===== config.mk =====
export PLATFORM = sky130hd
export DESIGN_NAME = axi_decerr_slave
export DESIGN_NICKNAME = d
export VERILOG_FILES = /design/src/rtl/axi_decerr_slave.sv
export SDC_FILE = /design/constraint.sdc
export NUM_CORES = 1
export LEC_CHECK = 0
export BUFFER_PORTS_ARGS = -buffer_cell sky130_fd_sc_hd__buf_2
export CORE_MARGIN = 10
export CORE_UTILIZATION = 35
export DETAILED_ROUTE_END_ITERATION = 10
export PLACE_DENSITY = 0.72
export REMOVE_ABC_BUFFERS = 1
export SLEW_MARGIN = 20
export SYNTH_ARGS = -nofsm -noshare
export SYNTH_HDL_FRONTEND = slang
export SYNTH_SLANG_ARGS = --single-unit

===== constraint.sdc =====
create_clock -name clk_i -period 3.42 [get_ports clk_i]
set_input_delay 0.342 -clock clk_i [delete_from_list [all_inputs] [get_ports clk_i]]
set_output_delay 0.342 -clock clk_i [all_outputs]
set_load 0.005 [all_outputs]

===== src/rtl/axi_decerr_slave.sv =====
// AXI4 default slave: answers every unmapped transaction with DECERR,
// keeping a saturating error counter and the last faulting address.
module axi_decerr_slave #(
    parameter int unsigned IdWidth   = 5,
    parameter int unsigned DataWidth = 64,
    parameter int unsigned AddrWidth = 64,
    parameter logic [63:0] RespData  = 64'hDEAD_BEEF_DEAD_BEEF
) (
    input  logic                 clk_i,
    input  logic                 rst_i,
    input  logic                 aw_valid_i,
    output logic                 aw_ready_o,
    input  logic [IdWidth-1:0]   aw_id_i,
    input  logic [AddrWidth-1:0] aw_addr_i,
    input  logic                 w_valid_i,
    output logic                 w_ready_o,
    input  logic                 w_last_i,
    output logic                 b_valid_o,
    input  logic                 b_ready_i,
    output logic [IdWidth-1:0]   b_id_o,
    output logic [1:0]           b_resp_o,
    input  logic                 ar_valid_i,
    output logic                 ar_ready_o,
    input  logic [IdWidth-1:0]   ar_id_i,
    input  logic [AddrWidth-1:0] ar_addr_i,
    input  logic [7:0]           ar_len_i,
    output logic                 r_valid_o,
    input  logic                 r_ready_i,
    output logic [IdWidth-1:0]   r_id_o,
    output logic [DataWidth-1:0] r_data_o,
    output logic [1:0]           r_resp_o,
    output logic                 r_last_o,
    output logic [31:0]          err_count_o,
    output logic [AddrWidth-1:0] err_addr_o
);

    localparam int unsigned CntWidth = 32;
    localparam int unsigned LenWidth = 8;
    localparam logic [1:0]  DecErr   = 2'b11;

    typedef enum logic [1:0] {W_IDLE, W_DATA, W_RESP} w_state_e;
    typedef enum logic       {R_IDLE, R_DATA}         r_state_e;

    w_state_e              w_state_q, w_state_d;
    r_state_e              r_state_q, r_state_d;
    logic [IdWidth-1:0]    b_id_q, b_id_d;
    logic [IdWidth-1:0]    r_id_q, r_id_d;
    logic [LenWidth-1:0]   beat_cnt_q, beat_cnt_d;
    logic [CntWidth-1:0]   err_count_q, err_count_d;
    logic [AddrWidth-1:0]  err_addr_q, err_addr_d;
    logic                  aw_hs, ar_hs;
    logic [CntWidth:0]     count_sum;

    always_ff @(posedge clk_i) begin
        if (rst_i) begin
            w_state_q   <= W_IDLE;
            r_state_q   <= R_IDLE;
            b_id_q      <= '0;
            r_id_q      <= '0;
            beat_cnt_q  <= '0;
            err_count_q <= '0;
            err_addr_q  <= '0;
        end else begin
            w_state_q   <= w_state_d;
            r_state_q   <= r_state_d;
            b_id_q      <= b_id_d;
            r_id_q      <= r_id_d;
            beat_cnt_q  <= beat_cnt_d;
            err_count_q <= err_count_d;
            err_addr_q  <= err_addr_d;
        end
    end

    // Write side: accept AW, swallow W beats up to WLAST, then one DECERR B.
    always_comb begin
        w_state_d  = w_state_q;
        b_id_d     = b_id_q;
        aw_ready_o = 1'b0;
        w_ready_o  = 1'b0;
        b_valid_o  = 1'b0;
        case (w_state_q)
            W_IDLE: begin
                aw_ready_o = ~rst_i;
                if (aw_valid_i) begin
                    w_state_d = W_DATA;
                    b_id_d    = aw_id_i;
                end
            end
            W_DATA: begin
                w_ready_o = ~rst_i;
                if (w_valid_i && w_last_i) begin
                    w_state_d = W_RESP;
                end
            end
            W_RESP: begin
                b_valid_o = ~rst_i;
                if (b_ready_i) begin
                    w_state_d = W_IDLE;
                end
            end
            default: w_state_d = W_IDLE;
        endcase
    end

    // Read side: beat counter holds beats still owed after the current one.
    always_comb begin
        r_state_d  = r_state_q;
        r_id_d     = r_id_q;
        beat_cnt_d = beat_cnt_q;
        ar_ready_o = 1'b0;
        r_valid_o  = 1'b0;
        r_last_o   = 1'b0;
        case (r_state_q)
            R_IDLE: begin
                ar_ready_o = ~rst_i;
                if (ar_valid_i) begin
                    r_state_d  = R_DATA;
                    r_id_d     = ar_id_i;
                    beat_cnt_d = ar_len_i;
                end
            end
            R_DATA: begin
                r_valid_o = ~rst_i;
                r_last_o  = (beat_cnt_q == '0);
                if (r_ready_i) begin
                    if (beat_cnt_q == '0) begin
                        r_state_d = R_IDLE;
                    end else begin
                        beat_cnt_d = beat_cnt_q - LenWidth'(1);
                    end
                end
            end
            default: r_state_d = R_IDLE;
        endcase
    end

    assign aw_hs = aw_valid_i & aw_ready_o;
    assign ar_hs = ar_valid_i & ar_ready_o;

    // Statistics: saturating request count; AR address wins a same-cycle tie.
    always_comb begin
        count_sum   = (CntWidth+1)'(err_count_q) + (CntWidth+1)'(aw_hs) + (CntWidth+1)'(ar_hs);
        err_count_d = count_sum[CntWidth] ? '1 : count_sum[CntWidth-1:0];
        err_addr_d  = err_addr_q;
        if (ar_hs) begin
            err_addr_d = ar_addr_i;
        end else if (aw_hs) begin
            err_addr_d = aw_addr_i;
        end
    end

    assign b_id_o      = b_id_q;
    assign b_resp_o    = DecErr;
    assign r_id_o      = r_id_q;
    assign r_data_o    = DataWidth'(RespData);
    assign r_resp_o    = DecErr;
    assign err_count_o = err_count_q;
    assign err_addr_o  = err_addr_q;

endmodule


==> flow_metrics.tcl <==
set metrics [dict create \
    cpPeakStageDelay_ps 570 \
    critical_path_peak_fanout 13 \
    grt.overflow.total 0 \
    post_cts_setup_bufs 0 \
    cts_tree "done" \
    drtAntennaViolNets 0 \
    global_route.usage.met1_pct 19.66 \
    final_layout_net_count 1151 \
    groute.usage.overall_pct 17.23 \
    via_count 6039 \
    synth.yosys.seq_area_share_pct 39.58 \
    cpMaxStageDelayCell "or4_4" \
    min_delay_path_class "in2reg" \
    crit_path_frequent_cell "nor2_1" \
    chipWidth_um 150.0 \
    rows 47 \
    top_level_ports 334 \
    dr_vias_cell 4.922 \
    globalplace.congestion 0.8105 \
    maxSlewViolCount 0 \
    top_usage_layer "met2" \
    final_core_util_pct 46.67 \
    grt.met2_usage_pct 27.72 \
    category_of_the_worst_setup_path_capture_point "flop" \
    clock_tree.root_cell "clkbuf_16" \
    antenna_cells_inserted 0 \
    worst_setup_path_start_kind "flop" \
    grt_use_met3_pct 8.786 \
    grt_first_pass_wirelength_mm 31.53 \
    synth.ff_latch_count 117 \
    detailedPlace.worstSlack_ps 623.9 \
    report.final.setup_viol 0 \
    min_period_ps 2819 \
    cts_max_path_buffers 2 \
    p_leak_nw 3.597 \
    power.ir.vdd_worst_uv 322.8 \
    timing.clock.skew_ps 7.040 \
    cp.required_ps 3750 \
    postRouteWirelength_mm 20.24 \
    cts.sink_count 117 \
    final_min_period_over_clock_period_pct 82.42 \
    ys_top_cells_by_area "dfxtp_1 40%, nand2_1 11%, a311oi_1 9.5%, buf_4 8.6%, nor2_1 5.3%" \
    worst_ep_arrival_time_ps 3140 \
    ys_warn_count 0 \
    synth.top_cell.area_share_pct 39.58 \
    rr_worst_depth 9 \
    r2r_slack_ps 600 \
    first_iter_violations 362 \
    yosys.cell_types.count 56 \
    dp_cells 1195 \
    reg_to_reg_endpoint "err_count_o[26]" \
    route.detailed.wl_per_inst_um 16.50 \
    crit_path_cell_trace "nor2_1, nand2_2, nor2_1, fa_1, ha_1, nand4_1, or4_4, or4b_1, o211ai_1" \
    syn_to_final_growth_pct 30.78 \
    first_global_vias 5910 \
    final_layout_size_suffix_gt1_share_pct 31.98 \
    post_synth.cell_area_avg_um2 7.849 \
    core_area_um2 16580 \
    power_density_nw_per_um2 511.0 \
    relSlewSlack_pct 40.71 \
    holdPathEnd "b_id_o[0]" \
    synth_largest_area_cell "dfxtp_1" \
    antenna_found_initial 1 \
    effective_utilization_at_floorplan_pct 35.69 \
    holdPathStages 3 \
    grt_max_degree 86 \
    fin_cells 1227 \
    hpwl_mm 15.41 \
    critPathKind "reg2reg" \
    synthesis.area_um2 5918 \
    clk_pin_slew_worst_paths_ps 60 \
    dieArea_um2 22510 \
    critical_path.reg2reg.startpoint "w_state_q[1]" \
    drt_pre_antenna_iters 5 \
    cts_max_level 4 \
    worst-slew-pin-transition_ps 889.4 \
    hold_start "aw_id_i[0]" \
    rsz_0062_raised_after_global_routing "no" \
    synth_enable_flop_cells 0 \
    die_h_um 150.0 \
    worstSkewPairLatency_ps 410 \
    total_power_mw 3.955 \
    run_status "complete, no violations" \
    cts_inserted_buffers 17 \
    cts_hold_buffers 0 \
    synth_cells 754 \
    worst_setup_slack_after_layout_ps 601.4 \
    max_cap_violations 0 \
    drc_errors 0 \
    final_hold_viol_count 0 \
    io_buffers 265 \
    max_freq_ghz 0.3548 \
    ctsResizeCount 0 \
    yosys_most_used_dff "dfxtp_1" \
    synthArstFlopShare_pct 0 \
]
[power breakdown]
group	switching (mW)	internal (mW)
Combinational	0.373	0.270
Clock	0.623	1.14
Sequential	0.0680	1.48
Total	1.06	2.89
[metal layers]
layer / routed length (um) / vias up
met1: 7702 / 2754
li1: - / 3003
met3: 2629 / 20
met2: 9648 / 260
met4: 246 / 2
met5: 13 / -
[worst max-delay path: cells and delay by family, from the launching register on]
family,cells,cell delay (ps)
flip-flops,1,350
AND/OR/NAND/NOR,6,1740
AO/OA/AOI/OAI,1,120
adder cells (fa/ha/maj),2,530
[metrics by stage]
| step | hold slack (ps) | TNS, ps | area, um2 |
|---|---|---|---|
| finish | 170.7 | 0 | 7740 |
| CTS | 149.8 | 0 | 7740 |
| floorplan | 411.1 | -41210 | 5441 |
| global route | 151.5 | 0 | 7740 |
| detailed placement | 443.0 | 0 | 7152 |
| global placement | 439.2 | 0 | 7152 |
[final cells by class]
type	count	area (um2)
fillers	1698	8843
multi-input cells	568	3058
flip-flops and latches	117	2342
repair buffers	276	1424
clock buffers	23	488.0
well taps	220	275.3
clock inverters	9	100.1
inverters	14	52.55
[worst max-delay path by stage]
stage	from	end	depth (start not counted)
after floorplan	r_state_q	err_count_o[16]	9
after global placement	w_state_q[1]	err_count_o[24]	9
after detailed placement	w_state_q[1]	err_count_o[26]	9
after CTS	w_state_q[1]	err_count_o[26]	9
after global routing	w_state_q[0]	err_count_o[26]	9
final	w_state_q[1]	err_count_o[26]	9
[synth_stat cells (3+ instances only)]
cell type and n:
a211oi_1 6, or4_1 4, nor2_1 84, and3_1 5, buf_1 4, a41o_1 3, a31oi_1 8, dfxtp_1 117
and2_1 4, nand4_1 10, nor2b_1 4, nand2_1 168, buf_2 6, buf_4 68, nor3_1 6, a21oi_1 32
o21ai_0 11, xnor2_1 7, a311oi_1 64, or3_1 4, inv_1 13, o211ai_1 4, xor2_1 3, nand3_1 19
clkbuf_1 42, and4_1 4, or2_2 3, nor4_1 7
[flip-flops by register name, indices dropped and copies added, names as in the netlist]
| signal | flops |
|---|---|
| beat_cnt_q | 8 |
| r_id_o | 5 |
| err_count_o | 32 |
| err_addr_o | 64 |
| w_state_q | 2 |
| b_id_o | 5 |
| r_state_q | 1 |
[cell families (layout without fill, tap and decap cells)]
logic type / Yosys count / in the layout / synth area share, %
buf+inv: 135 / 322 / 13.13
simple gates: 335 / 335 / 25.48
mux: 3 / 3 / 0.5285
xor+xnor: 10 / 10 / 1.480
fa+ha+maj: 3 / 3 / 0.7610
flops: 117 / 117 / 39.58
other cells: 2 / 68 / 0.1269
compound gates: 149 / 149 / 18.92
[placed cells by master, fill, tap and decap left out, drive strengths merged, types with 5 or more instances in the layout]
cell / netlist / routed
a211oi: 6 / 6
a21oi: 32 / 32
a311oi: 64 / 64
a31oi: 8 / 8
and3: 5 / 5
buf: 79 / 276
clkbuf: 42 / 23
clkinv: 1 / 6
conb: 2 / 68
dfxtp: 117 / 117
inv: 13 / 13
nand2: 168 / 168
nand3: 20 / 20
nand4: 11 / 11
nor2: 84 / 84
nor3: 6 / 6
nor4: 8 / 8
o21ai: 11 / 11
or4: 6 / 6
xnor2: 7 / 7
Power figures use the tool's default switching activity.
